$ cat config.mk
export PLATFORM = sky130hd
export DESIGN_NAME = regfile_wb_arbiter
export DESIGN_NICKNAME = d
export VERILOG_FILES = /design/src/rtl/regfile_pkg.sv /design/src/rtl/wb_scoreboard.sv /design/src/rtl/regfile_wb_arbiter.sv
export SDC_FILE = /design/constraint.sdc
export NUM_CORES = 1
export LEC_CHECK = 0
export ABC_CLOCK_PERIOD_IN_PS = 6100
export CORE_ASPECT_RATIO = 1.4
export CORE_UTILIZATION = 30
export CTS_BUF_LIST = sky130_fd_sc_hd__clkbuf_4
export DETAILED_ROUTE_END_ITERATION = 6
export HOLD_SLACK_MARGIN = 0.05
export PLACE_DENSITY = 0.66
export SYNTH_ARGS = -nofsm -noshare
export SYNTH_HDL_FRONTEND = slang
export SYNTH_SLANG_ARGS = --single-unit
export TNS_END_PERCENT = 100
$ cat constraint.sdc
create_clock -name clk -period 6.1 [get_ports clk]
set_clock_uncertainty 0.1 [all_clocks]
set_input_delay 0.915 -clock clk [delete_from_list [all_inputs] [get_ports clk]]
set_output_delay 0.915 -clock clk [all_outputs]
set_load 0.02 [all_outputs]
$ cat src/rtl/regfile_pkg.sv
// regfile_pkg: shared types and constants for the register-file write-side blocks.
//   REG_ADDR_W / DATA_W : register address and data widths
//   NUM_REGS            : architectural register count
//   REG_ZERO            : hard-wired zero register; writes to it are discarded
//   wb_src_e            : which source drives the RF write port in a given cycle
package regfile_pkg;

  localparam int REG_ADDR_W = 5;
  localparam int DATA_W     = 32;
  localparam int NUM_REGS   = 1 << REG_ADDR_W;

  typedef logic [REG_ADDR_W-1:0] reg_addr_t;
  typedef logic [DATA_W-1:0]     reg_data_t;

  localparam reg_addr_t REG_ZERO = '0;

  typedef enum logic [1:0] {
    SRC_NONE,
    SRC_PIPE,
    SRC_LATE,
    SRC_SKID
  } wb_src_e;

endpackage

$ cat src/rtl/wb_scoreboard.sv
// wb_scoreboard: pending-destination scoreboard for long-latency writes.
//   clk, reset (async, active-low)
//   issue_valid/issue_addr/issue_ready : reserve a destination register
//   clr_valid/clr_addr                 : the late write for clr_addr reached the RF port
//   rd_addr1/rd_addr2 -> hazard1/hazard2 : source register still awaits a late write
//   busy    : at least one reservation outstanding
//   pending : raw pending vector, one bit per register
module wb_scoreboard
  import regfile_pkg::*;
#(
  parameter int MAX_OUTSTANDING = 4
) (
  input  logic                clk,
  input  logic                reset,
  input  logic                issue_valid,
  input  reg_addr_t           issue_addr,
  output logic                issue_ready,
  input  logic                clr_valid,
  input  reg_addr_t           clr_addr,
  input  reg_addr_t           rd_addr1,
  input  reg_addr_t           rd_addr2,
  output logic                hazard1,
  output logic                hazard2,
  output logic                busy,
  output logic [NUM_REGS-1:0] pending
);

  localparam int                CNT_W   = $clog2(MAX_OUTSTANDING + 1);
  localparam logic [CNT_W-1:0]  MAX_CNT = CNT_W'(MAX_OUTSTANDING);

  logic [CNT_W-1:0]    count;
  logic [NUM_REGS-1:0] pending_d;
  logic                set_en;
  logic                clr_en;

  // A register already pending cannot be re-reserved; this also blocks an
  // issue that coincides with the clear of the same register.
  assign issue_ready = (count < MAX_CNT) && !pending[issue_addr];
  assign set_en      = issue_valid && issue_ready && (issue_addr != REG_ZERO);
  // Clearing a register that was never reserved changes nothing.
  assign clr_en      = clr_valid && (clr_addr != REG_ZERO) && pending[clr_addr];

  assign hazard1 = (rd_addr1 != REG_ZERO) && pending[rd_addr1];
  assign hazard2 = (rd_addr2 != REG_ZERO) && pending[rd_addr2];
  assign busy    = (count != '0);

  // NOTE: every variable written in always_comb gets a default first, so no
  // path leaves it unassigned and no latch is inferred.
  always_comb begin
    pending_d = pending;
    if (clr_en) pending_d[clr_addr]   = 1'b0;
    if (set_en) pending_d[issue_addr] = 1'b1;
  end

  // NOTE: state registers use non-blocking assignments so every flop samples
  // pre-edge values regardless of statement order.
  always_ff @(posedge clk or negedge reset) begin
    if (!reset) begin
      pending <= '0;
      count   <= '0;
    end else begin
      pending <= pending_d;
      // Simultaneous set and clear (different registers) leaves count as is.
      unique case ({set_en, clr_en})
        2'b10:   count <= count + CNT_W'(1);
        2'b01:   count <= count - CNT_W'(1);
        default: count <= count;
      endcase
    end
  end

endmodule

$ cat src/rtl/regfile_wb_arbiter.sv
// regfile_wb_arbiter: merges the single-cycle pipeline writeback and a
// multi-cycle (divider/load) result stream onto the one register-file write
// port, and tracks pending late destinations for decode hazard detection.
//   clk, reset (async, active-low)
//   pipe_wr/pipe_addr/pipe_data           : pipeline writeback, absolute priority
//   issue_valid/issue_addr/issue_ready    : reserve a late destination
//   late_valid/late_ready/late_addr/late_data : late result handshake
//   rd_addr1/rd_addr2 -> hazard1/hazard2  : decode source-register stall
//   rf_wr/rf_addr/rf_data                 : registered RF write port
//   busy                                  : any reservation outstanding
// Build option: define REGFILE_WB_SKID_EN to add a one-entry skid register
// so late_ready is registered and late results are accepted even while the
// pipeline owns the write port.
module regfile_wb_arbiter
  import regfile_pkg::*;
#(
  parameter int MAX_OUTSTANDING = 4
) (
  input  logic      clk,
  input  logic      reset,
  input  logic      pipe_wr,
  input  reg_addr_t pipe_addr,
  input  reg_data_t pipe_data,
  input  logic      issue_valid,
  input  reg_addr_t issue_addr,
  output logic      issue_ready,
  input  logic      late_valid,
  output logic      late_ready,
  input  reg_addr_t late_addr,
  input  reg_data_t late_data,
  input  reg_addr_t rd_addr1,
  input  reg_addr_t rd_addr2,
  output logic      hazard1,
  output logic      hazard2,
  output logic      rf_wr,
  output reg_addr_t rf_addr,
  output reg_data_t rf_data,
  output logic      busy
);

  logic                eff_pipe;
  logic                late_fire;
  logic                late_take;
  wb_src_e             src;
  reg_addr_t           wr_addr;
  reg_data_t           wr_data;
  logic                clr_valid;
  reg_addr_t           clr_addr;
  logic [NUM_REGS-1:0] pending;

  assign eff_pipe  = pipe_wr && (pipe_addr != REG_ZERO);
  assign late_fire = late_valid && late_ready;
  // A late result to $0 completes the handshake but is dropped.
  assign late_take = late_fire && (late_addr != REG_ZERO);

`ifdef REGFILE_WB_SKID_EN
  logic      skid_valid;
  reg_addr_t skid_addr;
  reg_data_t skid_data;

  assign late_ready = !skid_valid;

  always_comb begin
    src = SRC_NONE;
    if (eff_pipe)        src = SRC_PIPE;
    else if (skid_valid) src = SRC_SKID;
    else if (late_take)  src = SRC_LATE;
  end

  always_ff @(posedge clk or negedge reset) begin
    if (!reset) skid_valid <= 1'b0;
    else if (eff_pipe && late_take) skid_valid <= 1'b1;
    else if (src == SRC_SKID)       skid_valid <= 1'b0;
  end

  // NOTE: payload registers qualified by a valid bit need no reset; only the
  // valid bit must come out of reset in a known state.
  always_ff @(posedge clk) begin
    if (eff_pipe && late_take) begin
      skid_addr <= late_addr;
      skid_data <= late_data;
    end
  end
`else
  assign late_ready = !eff_pipe;

  always_comb begin
    src = SRC_NONE;
    if (eff_pipe)       src = SRC_PIPE;
    else if (late_take) src = SRC_LATE;
  end
`endif

  always_comb begin
    wr_addr   = pipe_addr;
    wr_data   = pipe_data;
    clr_valid = 1'b0;
    clr_addr  = late_addr;
    unique case (src)
      SRC_LATE: begin
        wr_addr   = late_addr;
        wr_data   = late_data;
        clr_valid = 1'b1;
      end
`ifdef REGFILE_WB_SKID_EN
      SRC_SKID: begin
        wr_addr   = skid_addr;
        wr_data   = skid_data;
        clr_valid = 1'b1;
        clr_addr  = skid_addr;
      end
`endif
      default: ;
    endcase
  end

  // Registered write port; address/data hold when no write is selected.
  always_ff @(posedge clk or negedge reset) begin
    if (!reset) begin
      rf_wr   <= 1'b0;
      rf_addr <= REG_ZERO;
      rf_data <= '0;
    end else begin
      rf_wr <= (src != SRC_NONE);
      if (src != SRC_NONE) begin
        rf_addr <= wr_addr;
        rf_data <= wr_data;
      end
    end
  end

  wb_scoreboard #(
    .MAX_OUTSTANDING(MAX_OUTSTANDING)
  ) u_scoreboard (
    .clk        (clk),
    .reset      (reset),
    .issue_valid(issue_valid),
    .issue_addr (issue_addr),
    .issue_ready(issue_ready),
    .clr_valid  (clr_valid),
    .clr_addr   (clr_addr),
    .rd_addr1   (rd_addr1),
    .rd_addr2   (rd_addr2),
    .hazard1    (hazard1),
    .hazard2    (hazard2),
    .busy       (busy),
    .pending    (pending)
  );

  // Protocol misuse: hardware still writes, the clear is simply a no-op.
  a_late_reserved: assert property (@(posedge clk) disable iff (!reset)
    late_take |-> pending[late_addr])
    else $error("late result to unreserved register %0d", late_addr);

  a_pipe_not_pending: assert property (@(posedge clk) disable iff (!reset)
    eff_pipe |-> !pending[pipe_addr])
    else $error("pipeline write to pending register %0d", pipe_addr);

endmodule

==> results.toml, run 1 <==
[sta]
max_freq_mhz = 194
hold_viol = 0
fin_crit_ps = 5140
finalSetupViolations = 0
tns_ps = 0
rsz0062_at_grt = "no"
max-slew-margin-rel = 0.243
worst_slew_pin_slew_ps = 1140
fin_crit_sh = 0.843
finalMaxSlewViolations = 0

[finish]
nets = 646
instances_no_fill = 747
area_growth_pct = 35.6
final_util = 0.414
final_cell_mix = "135 x clkdlybuf4s50_1, 73 x dfrtp_1, 63 x nand2_1, 62 x o21ai_0, 42 x mux2i_1"
final_cell_area_um2 = 6200
final_common_cell = "clkdlybuf4s50_1"
drive_gt1_frac = 0.116

[setup_path]
cp-start-kind = "primary input"
cp.required_ps = 5080
reg2regPathDepth = 10
end_kind = "output port"
rr_startpoint = "u_scoreboard.pending[29]$_DFF_PN0_"
crit-reg2reg-capture = "u_scoreboard.count[2]$_DFFE_PN0P_"
reg2reg_setup_slack_ps = 2780
cp_max_fo = 14
path_class = "in -> out"
critical_path_arrival_ps = 4130

[global_route]
antenna_found_initial = 1
grt_max_degree = 74
first_global_vias = 4444
grt_pass1_wl_mm = 22.9
grt_use_total = 0.188
grt_overflow = 0

[run]
maxCapViolations = 0

[die]
initial_core_util = 0.305
core_region_area_um2 = 15000
io-pin-count = 137
fp.dieW_um = 106
die_h_um = 148
num_rows = 53
dieArea_um2 = 15800

[hold_path]
hp-class = "reg -> reg"
min-delay-start = "u_scoreboard.pending[0]$_DFF_PN0_"
min_path_cells = 0
whs_endpoint = "u_scoreboard.pending[0]$_DFF_PN0_"

[clock_network]
cts_root_buf = "clkbuf_4"
ctsLongestPathBuffers = 2
clk_latency_ps = 420
cts_tree = "done"
clk_pin_slew_ps = 120
cts.sinks = 73
cts-htree-levels = 3
postCtsSetupBuffers = 0
cts_hold_buf = 0
numCtsBuffers = 9
cts_resized = 0

[status]
status = "finished clean"

[synth]
syn_area_per_cell_um2 = 10.4
synth-edff-count = 0
synth_cell_type_count = 52
ys.flop_type = "dfrtp_1"
syn_nets = 534
ys_ff_latch = 73
syn-instance-count = 438
synth_seq_area_share = 0.399
ys_async_sr_fraction = 1.00
synth_warnings = 0
synth_area_um2 = 4570

[drt]
postRouteAntennaNets = 0
dr.pass1.iters = 5
drt-wirelength-per-cell_um = 19.1
wl_mm = 14.3
dr.first_iter.drc_count = 343
vias = 4131
viasPerCell = 5.53
route.detailed.drc = 0

[power_and_ir_drop]
p_sw_frac = 0.359
p_int_uw = 1190
p_leak_uw = 0.00243
seqPwrFrac = 0.426
p_switching_uw = 666
power_uw = 1860
p_clk_frac = 0.204
pwr-share-comb = 0.371
power_density_nw_per_um2 = 300
vdd_drop_max_mv = 0.124

[placed_design]
dp.cells = 731
dpl_cell_area_um2 = 6020
place_congestion = 0.885
io_buffers = 136
hpwl_mm = 10.4
-- flip-flops by register name (all words and copies together) (netlist names) --
| register | flops |
|---|---|
| rf_addr | 5 |
| u_scoreboard.count | 3 |
| rf_data | 32 |
| rf_wr | 1 |
| u_scoreboard.pending | 32 |
-- synth_stat cells, types with 2 or more instances --
cell type | n | area share
nand2b_1 | 5 | 0.0068
o31ai_1 | 14 | 0.023
dfrtp_1 | 73 | 0.40
inv_1 | 4 | 0.0033
mux2_2 | 4 | 0.0098
xnor2_1 | 2 | 0.0038
nor3b_1 | 2 | 0.0033
mux4_2 | 29 | 0.14
or3b_2 | 2 | 0.0038
nor3_1 | 4 | 0.0044
a21oi_1 | 4 | 0.0044
o21ai_0 | 62 | 0.068
or4_1 | 2 | 0.0033
mux4_1 | 2 | 0.011
or3_1 | 3 | 0.0041
nand3_1 | 22 | 0.024
o21ai_1 | 13 | 0.014
nor2b_1 | 4 | 0.0055
a221oi_1 | 3 | 0.0057
buf_2 | 14 | 0.015
nand4_1 | 2 | 0.0027
clkbuf_1 | 18 | 0.015
nand3b_1 | 3 | 0.0049
nor2_1 | 12 | 0.0098
nand2_1 | 63 | 0.052
buf_6 | 3 | 0.0074
buf_1 | 3 | 0.0025
mux2i_1 | 42 | 0.092
-- worst max-delay path, stage by stage --
cell             delay (ps)
clkdlybuf4s50_1         870
mux4_1                  640
a41o_1                  340
nand4b_4                340
a221oi_2                340
clkdlybuf4s50_1         660
-- cell type report --
cell class / count / area, um^2
clock buffers: 9 / 67.6
multi-input cells: 322 / 2550
clock inverters: 6 / 108
inverters: 5 / 23.8
repair buffers: 139 / 1380
diodes: 1 / 2.50
fillers: 1520 / 8790
flip-flops and latches: 73 / 1830
well taps: 192 / 240
-- stage by stage --
stage | hold slack [ps] | worst slack (ps)
2_1_floorplan | 325 | 2450
5_1_grt | 357 | 810
6_report | 336 | 957
4_1_cts | 348 | 924
3_5_place_dp | 318 | 924
3_3_place_gp | 323 | 995
-- cells by family (layout without fill, tap and decap cells) --
group / after synthesis / in the layout / synth area share
AND/OR/NAND/NOR: 132 / 132 / 0.144
AO/OA/AOI/OAI: 108 / 108 / 0.143
multiplexers: 77 / 77 / 0.256
flip-flops: 73 / 73 / 0.399
buffers and inverters: 43 / 159 / 0.0451
XOR/XNOR: 3 / 3 / 0.00575
adder cells (fa/ha/maj): 2 / 2 / 0.00711
other: 0 / 1 / 0
-- metal layers --
metal	track usage	wire [um]
met1	0.220	5270
met2	0.310	7000
met3	0.0504	1480
met4	0.103	493
met5	0	0
-- how the worst max path moves through the flow --
stage | slack, ps | endpoint | start | cells after the start
floorplan | 2450 | u_scoreboard.count[2]$_DFFE_PN0P_ | issue_addr[1] | 11
detailed placement | 920 | issue_ready | issue_addr[0] | 6
finish | 960 | issue_ready | issue_addr[0] | 6
CTS | 920 | issue_ready | issue_addr[0] | 6
global route | 810 | issue_ready | issue_addr[0] | 6
global placement | 990 | issue_ready | issue_addr[0] | 6
-- power groups by stage --
stage / combinational (uW) / clock [uW] / sequential, uW
final: 688 / 378 / 791
after global routing: 745 / 412 / 802
after CTS: 691 / 394 / 780
after detailed placement: 688 / 0 / 789
after global placement: 674 / 0 / 780
after floorplan: 436 / 0 / 733
Note: power is estimated with default switching activity, not from simulation.
==> inputs of run 2 (changes only) <==
--- a/config.mk
+++ b/config.mk
@@ -5,13 +5,13 @@
 export SDC_FILE = /design/constraint.sdc
 export NUM_CORES = 1
 export LEC_CHECK = 0
-export ABC_CLOCK_PERIOD_IN_PS = 6100
+export ABC_CLOCK_PERIOD_IN_PS = 4300
 export CORE_ASPECT_RATIO = 1.4
 export CORE_UTILIZATION = 30
 export CTS_BUF_LIST = sky130_fd_sc_hd__clkbuf_4
 export DETAILED_ROUTE_END_ITERATION = 6
 export HOLD_SLACK_MARGIN = 0.05
-export PLACE_DENSITY = 0.66
+export PLACE_DENSITY = 0.68
 export SYNTH_ARGS = -nofsm -noshare
 export SYNTH_HDL_FRONTEND = slang
 export SYNTH_SLANG_ARGS = --single-unit
==> constraint.sdc (replaced) <==
create_clock -name clk -period 4.3 [get_ports clk]
set_clock_uncertainty 0.1 [all_clocks]
set_input_delay 0.645 -clock clk [delete_from_list [all_inputs] [get_ports clk]]
set_output_delay 0.645 -clock clk [all_outputs]
set_load 0.02 [all_outputs]
==> run 2 against run 1 <==
Against the previous run: worst setup slack got worse by 760 ps; critical path type unchanged; largest cell class unchanged; critical endpoint unchanged; power increased by 43%; cell area increased by 1.3%; sequential cell count did not move; via count about the same.
==> results.toml, run 2 (synthesis results as in run 1) <==
[clock_network]
cts_hold_buf = 0
cts_tree = "done"
postCtsSetupBuffers = 0
cts_resized = 0
cts.sinks = 73
clk_pin_slew_ps = 120
cts-htree-levels = 3
clk_latency_ps = 430
numCtsBuffers = 9
cts_root_buf = "clkbuf_4"
ctsLongestPathBuffers = 2

[power_and_ir_drop]
p_leak_uw = 0.00248
power_density_nw_per_um2 = 422
vdd_drop_max_mv = 0.180

[finish]
area_growth_pct = 37.4
nFillCells = 1492
nets = 657
drive_gt1_frac = 0.131
final_common_cell = "clkdlybuf4s50_1"
n_antenna_cell = 0
final_cell_mix = "135 x clkdlybuf4s50_1, 73 x dfrtp_1, 63 x nand2_1, 62 x o21ai_0, 42 x mux2i_1"
reg_top3 = "rf_data: 32 flops, u_scoreboard.pending: 32 flops, rf_addr: 5 flops"
instances_no_fill = 757
final_cell_area_um2 = 6280

[setup_path]
critical_path_arrival_ps = 3360
rr_startpoint = "u_scoreboard.pending[29]$_DFF_PN0_"
reg2reg_setup_slack_ps = 1220
reg2regPathDepth = 10
cp_max_fo = 7
path_class = "in -> out"
cp.required_ps = 3560
end_kind = "output port"
crit-reg2reg-capture = "u_scoreboard.count[2]$_DFFE_PN0P_"
cp-start-kind = "primary input"

[die]
core_region_area_um2 = 15000
die_h_um = 148
io-pin-count = 137
num_rows = 53
fp.dieW_um = 106
initial_core_util = 0.305
dieArea_um2 = 15800

[drt]
dr.pass1.iters = 5
wl_mm = 14.3
postRouteAntennaNets = 0
route.detailed.drc = 0
viasPerCell = 5.45
drt-wirelength-per-cell_um = 18.9
dr.first_iter.drc_count = 294
vias = 4127

[sta]
fin_crit_sh = 0.954
worst_slew_pin_slew_ps = 933
whs_ps = 238
max_freq_mhz = 244
finalSetupViolations = 0
layout_setup_ws_ps = 196
finalMaxSlewViolations = 0
rsz0062_at_grt = "no"
hold_viol = 0
fin_crit_ps = 4100
tns_ps = 0
max-slew-margin-rel = 0.378

[placed_design]
pre_cts_slack_ps = 176
io_buffers = 136
hpwl_mm = 10.7
dp.cells = 742
dpl_cell_area_um2 = 6110
place_congestion = 0.924

[global_route]
grt_pass1_wl_mm = 23.1
grt_use_total = 0.191
antenna_found_initial = 0
grt_overflow = 0
grt_max_degree = 74
first_global_vias = 4493

[run]
maxCapViolations = 0

[status]
status = "finished clean"

[hold_path]
hp-class = "in -> async"
## run 2: changes by cell type in the layout (fill, tap and decap cells not counted), sizes merged
cell / delta
buf: +11
clkinv: +1
clkinvlp: -1
diode: -1
## run 2: worst max-delay path, cell delays in order
cell and delay [ps]:
clkdlybuf4s50_1 630, buf_4 220, mux4_2 500, a32oi_2 240, nand4b_4 140, a221oi_2 310
clkdlybuf4s50_1 670
## run 2: layout make-up
class / count / area (um^2) / share of cell area
multi-input combinational: 322 / 2550 / 0.406
sequential: 73 / 1830 / 0.291
timing repair buffer: 150 / 1460 / 0.233
tap: 192 / 240 / 0.0382
clock inverter: 6 / 108 / 0.0171
clock buffer: 9 / 67.6 / 0.0108
inverter: 5 / 23.8 / 0.00378
## run 2: how the worst max path moves through the flow
stage | startpoint | end | slack, ps | depth (start not counted)
detailed placement | issue_addr[0] | issue_ready | 180 | 7
global route | rd_addr2[0] | hazard2 | 90 | 5
CTS | issue_addr[0] | issue_ready | 160 | 7
global placement | issue_addr[0] | issue_ready | 200 | 7
finish | issue_addr[0] | issue_ready | 200 | 7
floorplan | issue_addr[1] | u_scoreboard.count[2]$_DFFE_PN0P_ | 920 | 11
## run 2: stage by stage
step / util / power [uW]
after global routing: 0.419 / 2790
after detailed placement: 0.408 / 2110
after CTS: 0.419 / 2660
final: 0.419 / 2650
after floorplan: - / 1660
after global placement: 0.408 / 2070
## run 2: layer usage
metal | track usage | up-vias | share of wire
met2 | 0.317 | 246 | 0.50
met4 | 0.0958 | 0 | 0.036
met1 | 0.223 | 1977 | 0.37
met3 | 0.0557 | 38 | 0.10
met5 | 0 | - | 0
li1 | - | 1866 | -
## run 2: where the power goes
group / internal [uW] / switching (uW)
combinational: 562 / 436
sequential: 857 / 258
clock: 289 / 248
==> inputs of run 3 (changes only) <==
--- a/config.mk
+++ b/config.mk
@@ -6,12 +6,14 @@
 export NUM_CORES = 1
 export LEC_CHECK = 0
 export ABC_CLOCK_PERIOD_IN_PS = 4300
+export CELL_PAD_IN_SITES_DETAIL_PLACEMENT = 0
+export CELL_PAD_IN_SITES_GLOBAL_PLACEMENT = 1
 export CORE_ASPECT_RATIO = 1.4
 export CORE_UTILIZATION = 30
 export CTS_BUF_LIST = sky130_fd_sc_hd__clkbuf_4
 export DETAILED_ROUTE_END_ITERATION = 6
 export HOLD_SLACK_MARGIN = 0.05
-export PLACE_DENSITY = 0.68
+export PLACE_DENSITY = 0.83
 export SYNTH_ARGS = -nofsm -noshare
 export SYNTH_HDL_FRONTEND = slang
 export SYNTH_SLANG_ARGS = --single-unit
==> run 3 against run 2 <==
Against the previous run: worst setup slack better by 71 ps; count of clock-buffer cells in the layout is the same; cell area is 1.2% higher; critical path depth decreased by 2; die area stayed put; final cell count increased by 0.53%; sequential share of layout area shrank 0.34 points; clock power increased by 25%; largest power group unchanged; highest routed layer unchanged.
==> results.toml, run 3 (synthesis results as in run 1) <==
[finish]
area_growth_pct = 39.0
final_cell_mix = "135 x clkdlybuf4s50_1, 73 x dfrtp_1, 63 x nand2_1, 62 x o21ai_0, 42 x mux2i_1"
final_common_cell = "clkdlybuf4s50_1"
nFillCells = 1491
reg_top3 = "rf_data: 32 flops, u_scoreboard.pending: 32 flops, rf_addr: 5 flops"
nets = 659
drive_gt1_frac = 0.137

[setup_path]
cp_max_fo = 9
path_class = "in -> out"
critical_path_arrival_ps = 3290
cp.required_ps = 3560
reg2reg_setup_slack_ps = 1170
endpoint = "hazard1"
end_kind = "output port"
cp-startpoint = "rd_addr1[0]"
cp-start-kind = "primary input"
crit-reg2reg-capture = "u_scoreboard.count[2]$_DFFE_PN0P_"
rr_startpoint = "u_scoreboard.pending[29]$_DFF_PN0_"
reg2regPathDepth = 10

[power_and_ir_drop]
p_sw_frac = 0.352
p_clk_frac = 0.238
power_density_nw_per_um2 = 443
p_leak_uw = 0.00252
vdd_drop_max_mv = 0.192
p_int_uw = 1830
p_switching_uw = 992
seqPwrFrac = 0.411
pwr-share-comb = 0.351

[clock_network]
cts_hold_buf = 0
numCtsBuffers = 9
cts_tree = "done"
clk_pin_slew_ps = 120
cts-htree-levels = 3
postCtsSetupBuffers = 0
cts.sinks = 73
ctsLongestPathBuffers = 2
cts_root_buf = "clkbuf_4"
cts_resized = 0
clk_latency_ps = 430

[sta]
worst_slew_pin_slew_ps = 1020
hold_viol = 0
finalMaxSlewViolations = 0
finalSetupViolations = 0
fin_crit_sh = 0.938
max-slew-margin-rel = 0.317
max_freq_mhz = 248
rsz0062_at_grt = "no"
whs_ps = 278
fin_crit_ps = 4030
tns_ps = 0

[drt]
vias = 4156
wl_mm = 14.8
dr.pass1.iters = 4
dr.first_iter.drc_count = 267
postRouteAntennaNets = 0
route.detailed.drc = 0
viasPerCell = 5.46
drt-wirelength-per-cell_um = 19.4

[global_route]
grt_pass1_wl_mm = 23.7
grt_max_degree = 70
grt_overflow = 0
antenna_found_initial = 1
first_global_vias = 4421
grt_use_total = 0.199

[die]
fp.dieW_um = 106
initial_core_util = 0.305
num_rows = 53
core_region_area_um2 = 15000
die_h_um = 148
io-pin-count = 137
dieArea_um2 = 15800

[hold_path]
hp-class = "in -> async"

[placed_design]
io_buffers = 136
place_congestion = 0.994
hpwl_mm = 10.9

[run]
maxCapViolations = 0

[status]
status = "finished clean"
==> run 3: cell count changes in the layout (fill, tap and decap cells not counted) <==
cell / delta
buf_2: +1
buf_4: +1
diode_2: +1
bufinv_16: +2
clkinvlp_4: +1
clkinv_2: -1
clkinv_1: -1
==> run 3: cell type report <==
type | count | area, um^2 | share of cell area
clock inverter | 7 | 166 | 0.0262
antenna | 1 | 2.50 | 0.000394
sequential | 73 | 1830 | 0.287
timing repair buffer | 152 | 1480 | 0.232
inverter | 5 | 23.8 | 0.00374
multi-input combinational | 322 | 2550 | 0.402
tap | 192 | 240 | 0.0378
clock buffer | 9 | 67.6 | 0.0106
==> run 3: routing by layer <==
metal  vias up  share of wire  global-route usage
met2       246           0.50               0.339
met3        54          0.086              0.0530
li1       1882              -                   -
met4         0          0.053               0.119
met5         -              0                   0
met1      1974           0.36               0.221
==> run 3: per-stage QoR <==
| step | worst slack, ps | total power (uW) | cells | utilization | cell area [um^2] |
|---|---|---|---|---|---|
| after CTS | 237 | 2830 | 760 | 0.424 | 6350 |
| after global placement | 280 | 2100 | 744 | 0.408 | 6120 |
| after global routing | 144 | 2960 | 761 | 0.424 | 6360 |
| final | 267 | 2820 | 761 | 0.424 | 6360 |
| after detailed placement | 242 | 2140 | 744 | 0.408 | 6120 |
| after floorplan | 919 | 1660 | 438 | - | 4570 |
==> run 3: critical path: stages <==
cell and delay, ps:
clkdlybuf4s50_1 800, mux4_2 570, mux4_2 470, mux2_2 270
clkdlybuf4s50_1 530
==> run 3: power groups by stage <==
stage | combinational (uW) | sequential (uW) | clock (uW)
after detailed placement | 987 | 1160 | 0
final | 989 | 1160 | 671
after global placement | 961 | 1140 | 0
after CTS | 993 | 1140 | 691
after floorplan | 618 | 1040 | 0
after global routing | 1070 | 1170 | 719
==> run 3: worst min-delay path by stage <==
stage	from	endpoint	slack, ps	cells past startpoint
after floorplan	reset	rf_addr[0]$_DFFE_PN0P_	250	0
after detailed placement	u_scoreboard.pending[0]$_DFF_PN0_	u_scoreboard.pending[0]$_DFF_PN0_	270	0
final	reset	rf_data[20]$_DFFE_PN0P_	280	1
after CTS	reset	rf_data[29]$_DFFE_PN0P_	280	1
after global routing	u_scoreboard.pending[0]$_DFF_PN0_	u_scoreboard.pending[0]$_DFF_PN0_	310	0
after global placement	u_scoreboard.pending[0]$_DFF_PN0_	u_scoreboard.pending[0]$_DFF_PN0_	270	0
